**config.mk**
```make
export PLATFORM = sky130hd
export DESIGN_NAME = uart_word_tx
export DESIGN_NICKNAME = d
export VERILOG_FILES = /design/src/rtl/uart_word_tx.sv
export SDC_FILE = /design/constraint.sdc
export NUM_CORES = 1
export LEC_CHECK = 0
export CAP_MARGIN = 20
export CORE_MARGIN = 2
export CORE_UTILIZATION = 35
export DETAILED_ROUTE_END_ITERATION = 16
export GPL_ROUTABILITY_DRIVEN = 0
export PLACE_DENSITY = 0.55
export SLEW_MARGIN = 10
export SYNTH_ARGS = -nofsm -noshare
export SYNTH_HDL_FRONTEND = slang
export SYNTH_SLANG_ARGS = --single-unit
```
**constraint.sdc**
```tcl
create_clock -name clk -period 2.03 [get_ports clk]
set_input_delay 0.406 -clock clk [delete_from_list [all_inputs] [get_ports clk]]
set_output_delay 0.406 -clock clk [all_outputs]
set_load 0.01 [all_outputs]
```
**src/rtl/uart_word_tx.sv**
```systemverilog
// 8N1 serial transmitter: accepts a parallel word on a write strobe and sends it
// byte by byte, least significant byte first, with no idle gap between bytes.
module uart_word_tx #(
  parameter int unsigned BIT_WIDTH    = 32,
  parameter int unsigned CLKS_PER_BIT = 16
) (
  input  logic                 clk,
  input  logic                 rst,
  input  logic                 W_UART,
  input  logic [BIT_WIDTH-1:0] UART_DATA,
  output logic                 UART_TX,
  output logic                 BUSY,
  output logic                 DONE
);

  localparam int unsigned NBytes = BIT_WIDTH / 8;
  localparam int unsigned CntW   = (CLKS_PER_BIT > 1) ? $clog2(CLKS_PER_BIT) : 1;
  localparam int unsigned ByteW  = (NBytes > 1) ? $clog2(NBytes) : 1;

  localparam logic [CntW-1:0]  CntMax  = CntW'(CLKS_PER_BIT - 1);
  localparam logic [ByteW-1:0] ByteMax = ByteW'(NBytes - 1);

  typedef enum logic [1:0] {
    StIdle,
    StStart,
    StData,
    StStop
  } state_e;

  state_e                 state_q, state_d;
  logic [CntW-1:0]        cnt_q, cnt_d;
  logic [2:0]             bit_q, bit_d;
  logic [ByteW-1:0]       byte_q, byte_d;
  logic [BIT_WIDTH-1:0]   shift_q, shift_d;
  logic                   tx_q, tx_d;
  logic                   done_q, done_d;
  logic                   baud_tick;

  assign baud_tick = (cnt_q == CntMax);

  always_ff @(posedge clk or posedge rst) begin
    if (rst) begin
      state_q <= StIdle;
      cnt_q   <= '0;
      bit_q   <= '0;
      byte_q  <= '0;
      shift_q <= '0;
      tx_q    <= 1'b1;
      done_q  <= 1'b0;
    end else begin
      state_q <= state_d;
      cnt_q   <= cnt_d;
      bit_q   <= bit_d;
      byte_q  <= byte_d;
      shift_q <= shift_d;
      tx_q    <= tx_d;
      done_q  <= done_d;
    end
  end

  // The shift register drops one bit per data bit sent, so after a byte the next
  // byte's LSB is already at position 0 for the following frame.
  always_comb begin
    state_d = state_q;
    cnt_d   = cnt_q;
    bit_d   = bit_q;
    byte_d  = byte_q;
    shift_d = shift_q;
    tx_d    = tx_q;
    done_d  = 1'b0;

    unique case (state_q)
      StIdle: begin
        tx_d = 1'b1;
        if (W_UART) begin
          shift_d = UART_DATA;
          cnt_d   = '0;
          bit_d   = '0;
          byte_d  = '0;
          tx_d    = 1'b0;
          state_d = StStart;
        end
      end

      StStart: begin
        if (baud_tick) begin
          cnt_d   = '0;
          bit_d   = '0;
          tx_d    = shift_q[0];
          state_d = StData;
        end else begin
          cnt_d = cnt_q + 1'b1;
        end
      end

      StData: begin
        if (baud_tick) begin
          cnt_d   = '0;
          shift_d = shift_q >> 1;
          if (bit_q == 3'd7) begin
            tx_d    = 1'b1;
            state_d = StStop;
          end else begin
            bit_d = bit_q + 3'd1;
            tx_d  = shift_q[1];
          end
        end else begin
          cnt_d = cnt_q + 1'b1;
        end
      end

      StStop: begin
        if (baud_tick) begin
          cnt_d = '0;
          if (byte_q == ByteMax) begin
            tx_d    = 1'b1;
            done_d  = 1'b1;
            state_d = StIdle;
          end else begin
            byte_d  = byte_q + 1'b1;
            tx_d    = 1'b0;
            state_d = StStart;
          end
        end else begin
          cnt_d = cnt_q + 1'b1;
        end
      end

      default: begin
        tx_d    = 1'b1;
        state_d = StIdle;
      end
    endcase
  end

  assign UART_TX = tx_q;
  assign BUSY    = (state_q != StIdle);
  assign DONE    = done_q;

endmodule

```
==> Yosys cells after proc, flatten, opt, wreduce, memory -nomap -nowiden <==
Index checks and enable logic that the tools add are counted.
{ "totals": {"register_bits": 45, "latch_bits": 0, "input_bits": 35, "output_inout_bits": 3, "memories": 0, "elab_cells": 65, "rom_bits": 0, "mem_bits_rw": 0} }
{ "classes": {"mul": 0, "n_eq_ne": 13, "bitwise": 0, "add_sub_neg": 3, "div_mod_pow": 0, "mux": 31, "shift": 0, "reduce_logical": 11, "n_lt_le_gt_ge": 0} }
{ "ops": {"columns": ["op", "n"], "rows": [
  ["2-to-1 mux 32 bit", 2],
  ["one-hot mux 32 bit (2 select lines)", 1],
  ["2-to-1 mux 2 bit", 8],
  ["!= test 2 bit, second input constant", 7],
  ["2-to-1 mux 3 bit", 4],
  ["AND reduction 5 bit", 2],
  ["2-to-1 mux 1 bit", 9],
  ["one-hot mux 3 bit (3 select lines)", 1],
  ["2-to-1 mux 4 bit", 2],
  ["one-hot mux 2 bit (4 select lines)", 1],
  ["one-hot mux 4 bit (2 select lines)", 1],
  ["== test 2 bit, second input constant", 3],
  ["AND reduction 3 bit", 2],
  ["nonzero test 2 bit", 3],
  ["adder 4 x 1 -> 4 bit, second input constant", 1],
  ["== test 4 bit, second input constant", 1],
  ["one-hot mux 1 bit (4 select lines)", 1],
  ["one-hot mux 2 bit (2 select lines)", 1],
  ["AND reduction 4 bit", 1],
  ["adder 3 x 1 -> 3 bit, second input constant", 1],
  ["== test 3 bit, second input constant", 1],
  ["nonzero test 3 bit", 1],
  ["OR reduction 3 bit", 1],
  ["adder 2 x 1 -> 2 bit, second input constant", 1],
  ["other kinds (2)", 2]
]} }

==> Logic depth before layout (Yosys ltp) <==
{ "logic_depth": {"ltp_word": 4, "ltp_mapped": 7, "ltp_nobuf": 5} }

==> Least setup slack after synthesis <==
Ideal clock, no wire load.
{ "synth_path": {"path_type": "flip-flop to flip-flop", "start": "register state_q[0]", "end": "register shift_q[16]", "setup_time_ps": 125, "t_required_ps": 1905, "path_stages_with_launch": 8, "n_path_buf": 2, "path_slack_ps": 133, "synth_period_minus_slack_ps": 1897, "arrival_time_ps": 1772, "cell_sequence": "dfrtp_1 inv_1 ha_1 nor2b_1 buf_2 a211oi_4 buf_6 mux2_2"} }
{ "synth_between": {"elab_chain_len": 3} }
{ "synth_rtl": {"columns": ["item", "line_no", "text"], "rows": [
  ["from (decl)", "30", "state_e state_q, state_d;"],
  ["from (signal assigned)", "43", "state_q <= StIdle;"],
  ["from (signal assigned)", "51", "state_q <= state_d;"],
  ["== test 2 bit / zero test 2 bit (equally long branches)", "72", "unique case (state_q)"],
  ["!= test 2 bit (no source line) / nonzero test 2 bit (equally long branches)", null, null],
  ["AND reduction 3 bit (no source line)", null, null],
  ["to (signal assigned)", "55", "shift_q <= shift_d;"],
  ["to (decl)", "34", "logic [BIT_WIDTH-1:0] shift_q, shift_d;"]
]} }
Parallel ways exist; a longest one is shown, timed or not.
A chain may end at the register's enable or synchronous reset.

==> Worst setup path in the final report <==
{ "layout_path": {"start": "register state_q[0]", "end": "output port BUSY"} }
{ "layout_between": {"elab_chain_len": 1} }
{ "layout_rtl": {"columns": ["item", "line_no", "text"], "rows": [
  ["nonzero test 2 bit", "137", "assign BUSY = (state_q != StIdle);"],
  ["to (decl)", "12", "output logic BUSY,"]
]} }
No other way between the ends.

==> flow_metrics.env <==
export IMPL_run_status="finished, final reports clean"
export IMPL_rr_endpoint="bit_q[0]"
export IMPL_internal_power_mw=3.09
export IMPL_vias=1609
export IMPL_antenna_found_initial=0
export IMPL_io_pins=38
export IMPL_vdd_drop_max_mv=0.562
export IMPL_combPwrFrac_pct=50.7
export IMPL_drtIter0Drc=36
export IMPL_h_tree_depth=2
export IMPL_leakagePower_nw=1.27
export IMPL_rows=30
export IMPL_grt_pass1_vias=1651
export IMPL_power_frac_clock_pct=15.0
export IMPL_path_common_cell="inv_1"
export IMPL_synth_edf_count=0
export IMPL_slowest_stage="dfrtp_1"
export IMPL_final_min_clock_period_ns=1.88
export IMPL_swShare_pct=32.3
export IMPL_slew_viol_final=0
export IMPL_grt_max_degree=32
export IMPL_switchingPower_mw=1.48
export IMPL_min_period_over_period_pct=92.8
export IMPL_skew_ns=0.00453
export IMPL_syn_to_final_growth_pct=27.0
export IMPL_synthesis_area_um2=2440
export IMPL_cts_clk_slew_worst_paths_ns=0.09
export IMPL_wl_mm=4.59
export IMPL_critical_path_max_fanout=4
export IMPL_dp_hpwl_mm=3.21
export IMPL_fp_dieH_um=87.6
export IMPL_netlist_top_cell_by_area="dfrtp_1"
export IMPL_coreArea_um2=6760
export IMPL_required_ns=1.62
export IMPL_drt_vias_per_instance=5.01
export IMPL_diodes=0
export IMPL_initial_core_util_pct=36.2
export IMPL_fin_tns_setup_ns=0
export IMPL_crit_buf_inv=4
export IMPL_seq_power_share_pct=34.3
export IMPL_cp_cell_sequence="inv_1 -> ha_2 -> buf_4 -> inv_1 -> dlygate4sd2_1"
export IMPL_crit_path_end_kind="primary output"
export IMPL_max_freq_ghz=0.531
export IMPL_holdWs_ns=0.402
export IMPL_hp_class="primary input to async pin"
export IMPL_worst_pin_slew_ns=0.456
export IMPL_numCtsBuffers=5
export IMPL_yosysMostFrequentCell="mux2_2"
export IMPL_setup_worst_path_start_class="flip-flop"
export IMPL_maxCapViolations=0
export IMPL_crit_family="buffers and inverters"
export IMPL_slew_headroom_pct=69.6
export IMPL_grt_pass1_wl_mm=7.94
export IMPL_portBuffers=37
export IMPL_synthFlopType="dfrtp_1"
export IMPL_ant_nets=0
export IMPL_yosysSeqAreaShare_pct=46.1
export IMPL_clock_root_buffer="clkbuf_8"
export IMPL_r2r_cells=5
export IMPL_finalHoldViolCount=0
export IMPL_setup_viol=0
export IMPL_cts_num_sinks=45
export IMPL_clk_path_buf_depth=2
export IMPL_fillCellCount=638
export IMPL_detail_route_wl_per_cell_um=14.3
export IMPL_finalPower_mw=4.57
export IMPL_post_route_util_pct=45.9
export IMPL_firstDrtPassIters=4
export IMPL_synth_distinct_cells=41
export IMPL_arrival_ns=1.48
export IMPL_synthTopCellsByArea="dfrtp_1, mux2_2, ha_1, buf_6, inv_1"
export IMPL_track_usage_pct=13.2
export IMPL_drive_above_1_share_pct=38.2
export IMPL_crit_type="flip-flop to primary output"
export IMPL_nNetsFinal=283
export IMPL_ys_warnings_count=0
export IMPL_p_per_area_nw_per_um2=1470
export IMPL_die_w_um=87.6
export IMPL_synthArstFlopShare_pct=100
export IMPL_yosysTopAreaCellShare_pct=45.1
export IMPL_synth_seq_cells=45
export IMPL_gr_total_overflow=0
export IMPL_drc=0
export IMPL_tritoncts="done"
export IMPL_syn_nets=236
export IMPL_synthTopCellsByCount="mux2_2, dfrtp_1, inv_1, ha_1, buf_2"
export IMPL_rr_startpoint="state_q[1]"
export IMPL_r2r_slack_ns=0.18
export IMPL_rsz0062_at_grt="false"
export IMPL_synth_area_per_cell_um2=12.7
export IMPL_synthCells=193
export IMPL_max_stage_delay_ns=0.38
export IMPL_die_area_um2=7670
export IMPL_clkLatencyLatePin_ns=0.30
[cell type report]
cell class	count	area [µm²]	area share, %
clock inverters	2	38.8	1.25
repair buffers	52	519	16.7
multi-input cells	127	1210	39.1
inverters	9	33.8	1.09
well taps	80	100	3.22
flip-flops and latches	45	1130	36.3
clock buffers	6	72.6	2.34
[worst max path at each step]
stage / from / endpoint / slack [ns] / cells past startpoint
6_report: state_q[0] / BUSY / 0.15 / 5
5_1_grt: state_q[0] / BUSY / 0.03 / 5
4_1_cts: state_q[0] / shift_q[3] / 0.07 / 6
3_5_place_dp: state_q[0] / shift_q[3] / 0.03 / 6
3_3_place_gp: state_q[0] / shift_q[19] / 0.04 / 6
2_1_floorplan: state_q[0] / shift_q[16] / 0.13 / 7
[worst register-to-register path, delay by kind of cell, from the launching register on]
| family | cells | cell delay, ns |
|---|---|---|
| AO/OA/AOI/OAI | 1 | 0.51 |
| flip-flops | 1 | 0.38 |
| AND/OR/NAND/NOR | 1 | 0.32 |
| adder cells (fa/ha/maj) | 1 | 0.22 |
| buffers and inverters | 1 | 0.16 |
| multiplexers | 1 | 0.13 |
[cells by family after synthesis]
family,after synthesis,synth area share (%)
AO/OA/AOI/OAI,24,7.73
adder cells (fa/ha/maj),8,4.10
buffers and inverters,21,4.86
flip-flops,45,46.1
multiplexers,66,30.3
AND/OR/NAND/NOR,29,6.91
[timing repair]
item,in CTS,in global routing
pin swaps,0,0
hold buffers,0,0
setup buffers,2,0
setup endpoints to repair,1,34
hold endpoints to repair,0,0
resized for setup,1,2
[per-stage QoR]
step	instance area (µm²)	cells	worst slack, ns
after floorplan	2440	193	0.133
after global routing	3100	321	0.0289
after global placement	2970	311	0.0426
final	3100	321	0.145
after detailed placement	2970	311	0.0292
after CTS	3090	321	0.0698
[state kept, by name, indices dropped and copies added (netlist names)]
register,count
shift_q,32
UART_TX,1
state_q,2
DONE,1
bit_q,3
cnt_q,4
byte_q,2
[layer usage]
metal | vias to the layer above | wire length, µm | GRT usage [%] | part of all wire [%]
li1 | 798 | - | - | -
met3 | 7 | 143 | 3.11 | 3.1
met2 | 28 | 2120 | 20.5 | 46
met5 | - | 0 | 0 | 0
met1 | 776 | 2280 | 18.5 | 50
met4 | 0 | 55 | 3.78 | 1.2
[placed cells by master, fill, tap and decap left out, types with 2 or more instances in the layout]
cell type,instances
buf_12,3
a21oi_1,4
o21ai_0,2
a31oi_1,2
buf_4,12
ha_1,6
nand2_1,4
clkdlybuf4s50_1,36
mux2_2,60
o22ai_1,3
nand4_1,2
mux2i_1,3
dfrtp_1,44
mux2_1,3
clkbuf_8,5
and3_1,2
o31ai_1,2
and2_1,2
nor2_1,4
nor2b_1,2
inv_1,8
nand2b_1,3
nand3_1,4
[power by group through the flow]
stage	Sequential, mW	Clock, mW	Combinational [mW]
6_report	1.57	0.683	2.32
5_1_grt	1.63	0.760	2.55
4_1_cts	1.57	0.719	2.33
3_5_place_dp	1.61	0	2.27
3_3_place_gp	1.59	0	2.25
2_1_floorplan	1.51	0	1.83
No activity file was read; power rests on OpenSTA's default activity.
